$ cat config.mk
export PLATFORM = sky130hd
export DESIGN_NAME = trigger_capture_ctrl_flat
export DESIGN_NICKNAME = d
export VERILOG_FILES = /design/src/rtl/trigger_capture_ctrl_pkg.sv /design/src/rtl/trigger_capture_ctrl_if.sv /design/src/rtl/trigger_capture_ctrl_trigger_match.sv /design/src/rtl/trigger_capture_ctrl.sv /design/src/flat_wrapper.sv
export SDC_FILE = /design/constraint.sdc
export NUM_CORES = 1
export LEC_CHECK = 0
export CAP_MARGIN = 20
export CORE_ASPECT_RATIO = 0.7
export CORE_UTILIZATION = 54
export CTS_CLUSTER_SIZE = 14
export DETAILED_ROUTE_END_ITERATION = 8
export MAX_ROUTING_LAYER = met4
export PLACE_DENSITY = 0.88
export SETUP_SLACK_MARGIN = 0.1
export SKIP_LAST_GASP = 1
export SYNTH_ARGS = -nofsm -noshare
export SYNTH_HDL_FRONTEND = slang
export SYNTH_SLANG_ARGS = --single-unit
export TNS_END_PERCENT = 50
$ cat constraint.sdc
create_clock -name clk -period 2.86 [get_ports clk]
set_clock_uncertainty 0.05 [all_clocks]
set_input_delay 0.572 -clock clk [delete_from_list [all_inputs] [get_ports clk]]
set_output_delay 0.572 -clock clk [all_outputs]
set_load 0.02 [all_outputs]
$ cat src/rtl/trigger_capture_ctrl_pkg.sv
// Shared types and constants for the trigger capture controller:
// FSM state encoding, trigger mode codes and a small state-class helper.
package trigger_capture_ctrl_pkg;

    typedef enum logic [2:0] {
        IDLE      = 3'd0,
        PRE_FILL  = 3'd1,
        WAIT_TRIG = 3'd2,
        POST_FILL = 3'd3,
        START_TX  = 3'd4,
        WAIT_TX   = 3'd5
    } state_t;

    localparam logic [1:0] LEVEL  = 2'b00;
    localparam logic [1:0] CHANGE = 2'b01;
    localparam logic [1:0] RISE   = 2'b10;
    localparam logic [1:0] FALL   = 2'b11;

    // True in the three states that write incoming samples to the buffer.
    function automatic logic is_capture(input state_t s);
        return (s == PRE_FILL) || (s == WAIT_TRIG) || (s == POST_FILL);
    endfunction

endpackage

$ cat src/rtl/trigger_capture_ctrl_if.sv
// Control, probe and buffer-write bundle of the capture controller.
// Handshake: a sample is taken on every clk edge where sample_valid=1 (no back-pressure);
// stream_start is a one-cycle request, acknowledged by a one-cycle stream_done pulse.
interface trigger_capture_ctrl_if
    import trigger_capture_ctrl_pkg::*;
#(
    parameter int DATA_WIDTH = 8,
    parameter int ADDR_WIDTH = 10
) ();

    logic                  arm;
    logic                  abort;
    logic [DATA_WIDTH-1:0] sample_in;
    logic                  sample_valid;
    logic [DATA_WIDTH-1:0] trig_mask;
    logic [DATA_WIDTH-1:0] trig_value;
    logic [1:0]            trig_mode;
    logic [ADDR_WIDTH-1:0] pretrig_len;

    logic                  wr_en;
    logic [ADDR_WIDTH-1:0] wr_addr;
    logic [DATA_WIDTH-1:0] wr_data;
    logic [ADDR_WIDTH-1:0] trigger_index;
    logic                  stream_start;
    logic                  stream_done;
    logic                  busy;
    state_t                dbg_state;

    modport master (
        output arm, abort, sample_in, sample_valid, trig_mask, trig_value,
               trig_mode, pretrig_len, stream_done,
        input  wr_en, wr_addr, wr_data, trigger_index, stream_start, busy, dbg_state
    );

    modport slave (
        input  arm, abort, sample_in, sample_valid, trig_mask, trig_value,
               trig_mode, pretrig_len, stream_done,
        output wr_en, wr_addr, wr_data, trigger_index, stream_start, busy, dbg_state
    );

endinterface

$ cat src/rtl/trigger_capture_ctrl_trigger_match.sv
// Trigger comparator: level match on the current sample, or edge detection
// against the previously accepted sample, restricted to masked bits.
module trigger_match
    import trigger_capture_ctrl_pkg::*;
#(
    parameter int DATA_WIDTH = 8
) (
    input  logic [DATA_WIDTH-1:0] i_sample,
    input  logic [DATA_WIDTH-1:0] i_prev,
    input  logic                  i_prev_valid,
    input  logic [DATA_WIDTH-1:0] i_mask,
    input  logic [DATA_WIDTH-1:0] i_value,
    input  logic [1:0]            i_mode,
    output logic                  o_fire
);

    logic [DATA_WIDTH-1:0] w_cur;
    logic [DATA_WIDTH-1:0] w_old;

    assign w_cur = i_sample & i_mask;
    assign w_old = i_prev & i_mask;

    // Edge modes need a previous sample, so they never fire on the first one after arm.
    always_comb begin
        o_fire = 1'b0;
        case (i_mode)
            LEVEL:   o_fire = (w_cur == (i_value & i_mask));
            CHANGE:  o_fire = i_prev_valid && (w_cur != w_old);
            RISE:    o_fire = i_prev_valid && (|(w_cur & ~w_old));
            FALL:    o_fire = i_prev_valid && (|(~w_cur & w_old));
            default: o_fire = 1'b0;
        endcase
    end

endmodule

$ cat src/rtl/trigger_capture_ctrl.sv
// Logic-analyser capture controller: circular pre-trigger fill, trigger search,
// post-trigger fill, then a stream_start/stream_done handshake with the reader.
module trigger_capture_ctrl
    import trigger_capture_ctrl_pkg::*;
#(
    parameter int DATA_WIDTH = 8,
    parameter int ADDR_WIDTH = 10
) (
    input  logic                  clk,
    input  logic                  rst,
    trigger_capture_ctrl_if.slave cap
);

    localparam logic [ADDR_WIDTH-1:0] CNT_ONE = ADDR_WIDTH'(1);

    state_t                r_state;
    state_t                w_next_state;

    logic [DATA_WIDTH-1:0] r_mask;
    logic [DATA_WIDTH-1:0] r_value;
    logic [1:0]            r_mode;
    logic [ADDR_WIDTH-1:0] r_pretrig;
    logic [ADDR_WIDTH-1:0] r_ptr;
    logic [ADDR_WIDTH-1:0] r_cnt;
    logic [DATA_WIDTH-1:0] r_prev;
    logic                  r_prev_vld;
    logic [ADDR_WIDTH-1:0] r_trig_idx;
    logic                  r_wr_en;
    logic [ADDR_WIDTH-1:0] r_wr_addr;
    logic [DATA_WIDTH-1:0] r_wr_data;

    logic                  w_accept;
    logic                  w_fire;
    logic                  w_trig_hit;
    logic                  w_arm_go;
    logic [ADDR_WIDTH-1:0] w_post_len;
    logic                  w_pre_last;
    logic                  w_post_last;

    // Abort wins over any sample arriving in the same cycle.
    assign w_accept    = is_capture(r_state) && cap.sample_valid && !cap.abort;
    assign w_arm_go    = (r_state == IDLE) && cap.arm;
    assign w_trig_hit  = (r_state == WAIT_TRIG) && w_accept && w_fire;
    // DEPTH-1-pretrig equals the bitwise complement within ADDR_WIDTH bits.
    assign w_post_len  = ~r_pretrig;
    assign w_pre_last  = (r_cnt == (r_pretrig - CNT_ONE));
    assign w_post_last = (r_cnt == (w_post_len - CNT_ONE));

    trigger_match #(
        .DATA_WIDTH (DATA_WIDTH)
    ) u_trigger_match (
        .i_sample     (cap.sample_in),
        .i_prev       (r_prev),
        .i_prev_valid (r_prev_vld),
        .i_mask       (r_mask),
        .i_value      (r_value),
        .i_mode       (r_mode),
        .o_fire       (w_fire)
    );

    always_ff @(posedge clk) begin
        if (rst) begin
            r_state <= IDLE;
        end else begin
            r_state <= w_next_state;
        end
    end

    always_comb begin
        w_next_state = r_state;
        if ((r_state != IDLE) && cap.abort) begin
            w_next_state = IDLE;
        end else begin
            case (r_state)
                IDLE: begin
                    if (cap.arm) begin
                        w_next_state = (cap.pretrig_len == '0) ? WAIT_TRIG : PRE_FILL;
                    end
                end
                PRE_FILL: begin
                    if (w_accept && w_pre_last) w_next_state = WAIT_TRIG;
                end
                WAIT_TRIG: begin
                    if (w_trig_hit) begin
                        w_next_state = (w_post_len == '0) ? START_TX : POST_FILL;
                    end
                end
                POST_FILL: begin
                    if (w_accept && w_post_last) w_next_state = START_TX;
                end
                START_TX: w_next_state = WAIT_TX;
                WAIT_TX: begin
                    if (cap.stream_done) w_next_state = IDLE;
                end
                default: w_next_state = IDLE;
            endcase
        end
    end

    always_comb begin
        cap.busy         = (r_state != IDLE);
        cap.stream_start = (r_state == START_TX) && !cap.abort && !rst;
        cap.dbg_state    = r_state;
    end

    always_ff @(posedge clk) begin
        if (rst) begin
            r_mask     <= '0;
            r_value    <= '0;
            r_mode     <= LEVEL;
            r_pretrig  <= '0;
            r_ptr      <= '0;
            r_cnt      <= '0;
            r_prev     <= '0;
            r_prev_vld <= 1'b0;
            r_trig_idx <= '0;
            r_wr_en    <= 1'b0;
            r_wr_addr  <= '0;
            r_wr_data  <= '0;
        end else begin
            r_wr_en <= w_accept;
            if (w_arm_go) begin
                r_mask     <= cap.trig_mask;
                r_value    <= cap.trig_value;
                r_mode     <= cap.trig_mode;
                r_pretrig  <= cap.pretrig_len;
                r_ptr      <= '0;
                r_cnt      <= '0;
                r_prev     <= '0;
                r_prev_vld <= 1'b0;
            end else if (w_accept) begin
                r_wr_addr  <= r_ptr;
                r_wr_data  <= cap.sample_in;
                r_ptr      <= r_ptr + CNT_ONE;
                r_prev     <= cap.sample_in;
                r_prev_vld <= 1'b1;
                if (r_state == PRE_FILL) begin
                    r_cnt <= w_pre_last ? '0 : (r_cnt + CNT_ONE);
                end else if (r_state == POST_FILL) begin
                    r_cnt <= r_cnt + CNT_ONE;
                end
            end
            if (w_trig_hit) begin
                r_trig_idx <= r_ptr;
            end
        end
    end

    assign cap.wr_en         = r_wr_en;
    assign cap.wr_addr       = r_wr_addr;
    assign cap.wr_data       = r_wr_data;
    assign cap.trigger_index = r_trig_idx;

endmodule

$ cat src/flat_wrapper.sv
// flat-port wrapper written by rule: the top's interface ports become plain ports
module trigger_capture_ctrl_flat import trigger_capture_ctrl_pkg::*;
#(
    parameter int DATA_WIDTH = 8,
    parameter int ADDR_WIDTH = 10
)
  (clk, rst, cap_arm, cap_abort, cap_sample_in, cap_sample_valid, cap_trig_mask, cap_trig_value, cap_trig_mode, cap_pretrig_len, cap_stream_done, cap_wr_en, cap_wr_addr, cap_wr_data, cap_trigger_index, cap_stream_start, cap_busy, cap_dbg_state);
  trigger_capture_ctrl_if #(.DATA_WIDTH(DATA_WIDTH), .ADDR_WIDTH(ADDR_WIDTH)) cap_i ();
  input  logic clk;
  input  logic rst;
  input wire logic [$bits(cap_i.arm)-1:0] cap_arm;
  input wire logic [$bits(cap_i.abort)-1:0] cap_abort;
  input wire logic [$bits(cap_i.sample_in)-1:0] cap_sample_in;
  input wire logic [$bits(cap_i.sample_valid)-1:0] cap_sample_valid;
  input wire logic [$bits(cap_i.trig_mask)-1:0] cap_trig_mask;
  input wire logic [$bits(cap_i.trig_value)-1:0] cap_trig_value;
  input wire logic [$bits(cap_i.trig_mode)-1:0] cap_trig_mode;
  input wire logic [$bits(cap_i.pretrig_len)-1:0] cap_pretrig_len;
  input wire logic [$bits(cap_i.stream_done)-1:0] cap_stream_done;
  output wire logic [$bits(cap_i.wr_en)-1:0] cap_wr_en;
  output wire logic [$bits(cap_i.wr_addr)-1:0] cap_wr_addr;
  output wire logic [$bits(cap_i.wr_data)-1:0] cap_wr_data;
  output wire logic [$bits(cap_i.trigger_index)-1:0] cap_trigger_index;
  output wire logic [$bits(cap_i.stream_start)-1:0] cap_stream_start;
  output wire logic [$bits(cap_i.busy)-1:0] cap_busy;
  output wire logic [$bits(cap_i.dbg_state)-1:0] cap_dbg_state;
  assign cap_i.arm = cap_arm;
  assign cap_i.abort = cap_abort;
  assign cap_i.sample_in = cap_sample_in;
  assign cap_i.sample_valid = cap_sample_valid;
  assign cap_i.trig_mask = cap_trig_mask;
  assign cap_i.trig_value = cap_trig_value;
  assign cap_i.trig_mode = cap_trig_mode;
  assign cap_i.pretrig_len = cap_pretrig_len;
  assign cap_i.stream_done = cap_stream_done;
  assign cap_wr_en = cap_i.wr_en;
  assign cap_wr_addr = cap_i.wr_addr;
  assign cap_wr_data = cap_i.wr_data;
  assign cap_trigger_index = cap_i.trigger_index;
  assign cap_stream_start = cap_i.stream_start;
  assign cap_busy = cap_i.busy;
  assign cap_dbg_state = cap_i.dbg_state;
  trigger_capture_ctrl #(.DATA_WIDTH(DATA_WIDTH), .ADDR_WIDTH(ADDR_WIDTH)) u_core (.clk(clk), .rst(rst), .cap(cap_i));
endmodule
=== Yosys cells after proc, flatten, opt, wreduce, memory -nomap -nowiden ===
Cells that the tools add are included.

* Bits in registers: 89
* Word-level logic and storage cells: 85

* $add $sub $neg: 4
* Equality and inequality tests: 17
* Mux-type cells: 12
* Bitwise gates (word level): 9
* Reduce and logical (&&, ||, !) cells: 30

{| class="wikitable"
|+ Operators with widths
! cell !! number
|-
| 8-bit bitwise AND || 5
|-
| 10-bit two-way mux || 3
|-
| 10-bit by 1-bit adder with 10-bit output, second input constant || 2
|-
| 10-bit equality test || 2
|-
| 10-bit logical NOT || 2
|-
| 10-bit by 1-bit subtractor with 10-bit output, second input constant || 2
|-
| 3-bit two-way mux || 6
|-
| 3-bit case mux with 6 select lines || 1
|-
| 8-bit inverter || 2
|-
| 8-bit OR reduction || 2
|-
| 1-bit logical AND || 13
|-
| 10-bit inverter || 1
|-
| 8-bit equality test || 1
|-
| 2-bit inequality test, second input constant || 4
|-
| 8-bit inequality test || 1
|-
| 3-bit by 2-bit equality test with 1-bit output, second input constant || 2
|-
| 3-bit equality test, second input constant || 2
|-
| 5-bit AND reduction || 1
|-
| 2-bit equality test, second input constant || 2
|-
| 1-bit case mux with 4 select lines || 1
|-
| 2-bit AND reduction || 2
|-
| 2-bit OR reduction || 2
|-
| 3-bit by 1-bit equality test with 1-bit output, second input constant || 1
|-
| 3-bit logical NOT || 1
|-
| 9 further kinds || 11
|}

=== Logic depth before layout (Yosys ltp) ===
* Depth after elaboration: 9
* Mapped depth: 12

=== Modules after synthesis ===
A second synthesis with hierarchy kept.

* Cells, all modules: 609
* Area, all modules: 4,678.2 sq um

{| class="wikitable"
|+ Modules (own cells, without submodules)
! module !! times used !! cells an instance !! area each (sq um) !! seq. area each (sq um)
|-
| trigger_capture_ctrl || 1 || 533 || 4,167.7 || 1,781.7
|-
| trigger_match || 1 || 76 || 510.5 || 0.0
|}

=== Worst setup path after synthesis ===
OpenSTA, ideal clock, no wires.

* Path kind: reg2reg
* From: reg u_core.r_pretrig[0]
* To: reg u_core.r_state[1] (netlist: u_core.cap.dbg_state[1])
* Library setup time: 0.117 ns
* Arrival: 2.146 ns
* Path slack: 0.546 ns
* Stages on the path, launching flop included: 12
* Buffers on the path: 2
* Period minus slack after synthesis: 2.314 ns
* Path through: dfxtp_1 clkbuf_2 inv_1 ha_1 clkbuf_1 nor4b_1 a31oi_1 o311ai_1 nand4_1 o21ai_2 nand3_1 a32o_1

* Longest elaborated chain between the ends: 6
* Elaborated cells between the ends (all ways): 14
* Those cells by class: add/sub: 2; eq/ne: 4; mux: 3; bitwise: 1; reduce/logical: 4

{| class="wikitable"
|+ RTL lines
! item !! line !! RTL
|-
| start: declaration || trigger_capture_ctrl.sv:22 || <nowiki>logic [ADDR_WIDTH-1:0] r_pretrig;</nowiki>
|-
| start signal: assignment || trigger_capture_ctrl.sv:126 || <nowiki>r_pretrig <= cap.pretrig_len;</nowiki>
|-
| 10-bit inverter || trigger_capture_ctrl.sv:45 || <nowiki>assign w_post_len = ~r_pretrig;</nowiki>
|-
| 10-bit by 1-bit subtractor with 10-bit output || trigger_capture_ctrl.sv:47 || <nowiki>assign w_post_last = (r_cnt == (w_post_len - CNT_ONE));</nowiki>
|-
| 10-bit equality test || trigger_capture_ctrl.sv:47 ||
|-
| 1-bit logical AND || trigger_capture_ctrl.sv:89 || <nowiki>if (w_accept && w_post_last) w_next_state = START_TX;</nowiki>
|-
| 2-bit inequality test (no source line) || -- ||
|-
| 5-bit AND reduction (no source line) || -- ||
|-
| end signal: assignment || trigger_capture_ctrl.sv:65 || <nowiki>r_state <= w_next_state;</nowiki>
|-
| end: declaration || trigger_capture_ctrl.sv:16 || <nowiki>state_t r_state;</nowiki>
|}

Parallel ways exist; a longest one is shown, timed or not. The select of a mux whose other input is x is not followed.
A chain may end at the register's enable or synchronous reset.

=== Worst setup path after layout ===
* From: in cap_abort
* To: out cap_stream_start

* Longest elaborated chain between the ends: 3

{| class="wikitable"
|+ RTL lines
! item !! line !! RTL
|-
| start: declaration || flat_wrapper.sv:12 || <nowiki>input wire logic [$bits(cap_i.abort)-1:0] cap_abort;</nowiki>
|-
| 1-bit logical NOT || trigger_capture_ctrl.sv:102 || <nowiki>cap.stream_start = (r_state == START_TX) && !cap.abort && !rst;</nowiki>
|-
| 1-bit logical AND (2 in a row) || trigger_capture_ctrl.sv:102 ||
|-
| end: declaration || flat_wrapper.sv:24 || <nowiki>output wire logic [$bits(cap_i.stream_start)-1:0] cap_stream_start;</nowiki>
|}

Every way passes these cells.

==> flow_metrics.tcl <==
set metrics [dict create \
    cts_sinks 89 \
    layout_common_cells "nand2_1 (136), dfxtp_1 (89), clkdlybuf4s50_1 (74)" \
    synthTopCellsByArea "dfxtp_1 (39%), nand2_1 (11%), a21oi_1 (7.1%)" \
    dpl.hpwl_mm 8.78 \
    cts_tree "yes" \
    grt_pass1_wl_mm 19.3 \
    fin_crit_sh_pct 91.0 \
    antenna_found_initial 0 \
    path_clk_slew_ns 0.06 \
    cpMostUsedCell "clkdlybuf4s50_1" \
    grt_use_total_pct 28.4 \
    synthToLayoutAreaGrowth_pct 25.0 \
    placed_cell_area_um2 5420 \
    synth.cell_area_um2 4590 \
    finalNetCount 716 \
    start_util_pct 57.1 \
    portBuffers 75 \
    routed_wl_mm 11.8 \
    p_comb_share_pct 28.4 \
    cts.htree.levels 3 \
    irDropWorstVdd_v 0.000402 \
    cts_resized 0 \
    synth_seq_cells 89 \
    start_kind "input pin" \
    postLayoutCellArea_um2 5740 \
    setup_violations 0 \
    grt_max_degree 61 \
    num_antenna_cells 0 \
    power_frac_seq_pct 41.0 \
    synthAdderAreaFrac_pct 5.45 \
    worst_slew_pin_slew_ns 0.634 \
    syn_inst 589 \
    cts.path.max_buffers 2 \
    end_kind "output pin" \
    clk_latency_ns 0.34 \
    critPathRequiredTime_ns 2.24 \
    ant_nets 0 \
    synthMuxAreaShare_pct 2.40 \
    crit_type "in -> out" \
    cts_made_buffers 9 \
    wl_per_cell_um 15.5 \
    grt_overflow 0 \
    avgSynthCellArea_um2 7.80 \
    via_count 4394 \
    cts-root-buf "clkbuf_16" \
    maxSlewHeadroom_pct 57.3 \
    synth_xor_xnor_area_share_pct 7.79 \
    chipWidth_um 112 \
    cp_data_arrival_time_ns 1.98 \
    status "finished with violations" \
    crit_path_cell_trace "clkdlybuf4s50_1, buf_4, nor2_1, and3_1, clkdlybuf4s50_1" \
    core_area_um2 8040 \
    p_sw_mw 1.27 \
    via_per_inst 5.78 \
    crit_slowest_cell "clkdlybuf4s50_1" \
    p_leak_nw 2.30 \
    yosys_warnings 0 \
    fmax_mhz 384 \
    ys_async_sr_fraction_pct 0 \
    hold_viol_final 0 \
    fin_util_pct 71.4 \
    drive_gt1_share_pct 6.68 \
    fin_crit_ns 2.60 \
    place_congestion 0.948 \
    layout_commonest_cell "nand2_1" \
    yosysTopAreaCell "dfxtp_1" \
    p_int_mw 2.46 \
    clkPwrFrac_pct 30.6 \
    hold_path_class "reg -> reg" \
    postCtsSetupRepairBufs 0 \
    holdBufCountCts 0 \
    crit_path_max_incr_delay_ns 0.60 \
    first_pass_iters 7 \
    die_h_um 79.2 \
    synthSimpleGateAreaFrac_pct 26.6 \
    synth_compound_area_share_pct 13.5 \
    fp-row-count 27 \
    ios 76 \
    cp_max_fo 3 \
    synth_top_family_by_area "simple AND/OR/NAND/NOR gates" \
    synthFlopType "dfxtp_1" \
    synth.net_count 651 \
    seq_area_um2 1780 \
    multi_input_area_um2 2580 \
    swShare_pct 34.0 \
    rsz0062_at_grt "false" \
    slew_viol_final 0 \
    synth_top_area_share_pct 38.8 \
    synth-edff-count 0 \
    yosysUniqueCellTypes 56 \
    drtIter0Drc 408 \
    first_global_vias 4104 \
    dieArea_um2 8880 \
    synth-seq-area-share_pct 38.8 \
    whs_ns 0.406 \
    p_per_area_nw_per_um2 650 \
    drv_cap 0 \
    drc_errors 4 \
    violations "design-rule violations" \
    fill_cells 608 \
]
==> power groups by stage <==
stage | registers [mW] | logic [mW] | clock network, mW
after CTS | 1.52 | 1.03 | 1.15
after global routing | 1.54 | 1.16 | 1.20
after detailed placement | 1.55 | 1.03 | 0
after floorplan | 1.49 | 0.733 | 0
final | 1.53 | 1.06 | 1.14
after global placement | 1.54 | 0.992 | 0
==> sequential cells by signal, summed over array words and instances, names as in the netlist <==
name and count:
u_core.cap.dbg_state 3, u_core.r_mode 2, u_core.cap.wr_en 1, u_core.r_ptr 10
u_core.r_mask 8, u_core.r_cnt 10, u_core.r_pretrig 10, u_core.r_value 8
u_core.r_prev 8, u_core.r_prev_vld 1, u_core.cap.wr_data 8, u_core.cap.wr_addr 10
u_core.cap.trigger_index 10
==> metal layers <==
layer	up-vias	share of wire [%]	GRT usage, %
li1	2118	-	-
met1	2048	43	35.9
met2	209	45	44.9
met3	19	9.8	8.17
met4	0	1.6	7.07
met5	-	0	-
==> cells in the mapped netlist, drive strengths merged (10+ instances only) <==
cell type / instances
buf: 10
xor2: 26
mux2i: 11
ha: 20
xnor2: 14
nand3: 16
inv: 23
o21ai: 11
dfxtp: 89
nor2: 40
a21oi: 65
nand4: 11
nand2: 137
clkbuf: 27
nor3: 14
==> worst max-delay path: cells and delay by family <==
kind          cells  cell delay, ns
buf+inv           3            1.18
simple gates      2            0.23
==> kinds of logic (layout without fill, tap and decap cells) <==
logic type,Yosys count,count (layout)
AND/OR/NAND/NOR,264,264
multiplexers,11,11
buffers and inverters,60,130
flip-flops,89,89
XOR/XNOR,40,40
AO/OA/AOI/OAI,105,105
adder cells (fa/ha/maj),20,20
==> final timing paths <==
kind / startpoint / endpoint / slack, ns / cells past startpoint
max: cap_abort / cap_stream_start / 0.26 / 5
min: u_core.cap.wr_addr[8]$_SDFFE_PP0P_ / u_core.cap.wr_addr[8]$_SDFFE_PP0P_ / 0.41 / 2
min reg2reg: u_core.cap.wr_addr[8]$_SDFFE_PP0P_ / u_core.cap.wr_addr[8]$_SDFFE_PP0P_ / 0.41 / 2
max reg2reg: u_core.r_pretrig[0]$_SDFFE_PP0P_ / u_core.cap.dbg_state[0]$_SDFFE_PP0P_ / 0.34 / 9
==> layout make-up <==
class                   instances  area share, %
clock buffers                  13           4.71
repair buffers                 91           15.2
inverters                      23           1.50
multi-input cells             440           45.0
flip-flops and latches         89           31.0
well taps                     101           2.20
clock inverters                 3          0.414
==> through the flow <==
stage               setup TNS, ns  power [mW]  std cells  worst slack, ns
CTS                             0        3.71        760            0.222
floorplan                       0        2.22        589            0.546
detailed placement          -1.27        2.57        744           -0.140
global placement           -0.516        2.53        744          -0.0623
global route                    0        3.90        760           0.0994
finish                          0        3.73        760            0.256
Power figures use the tool's default switching activity.
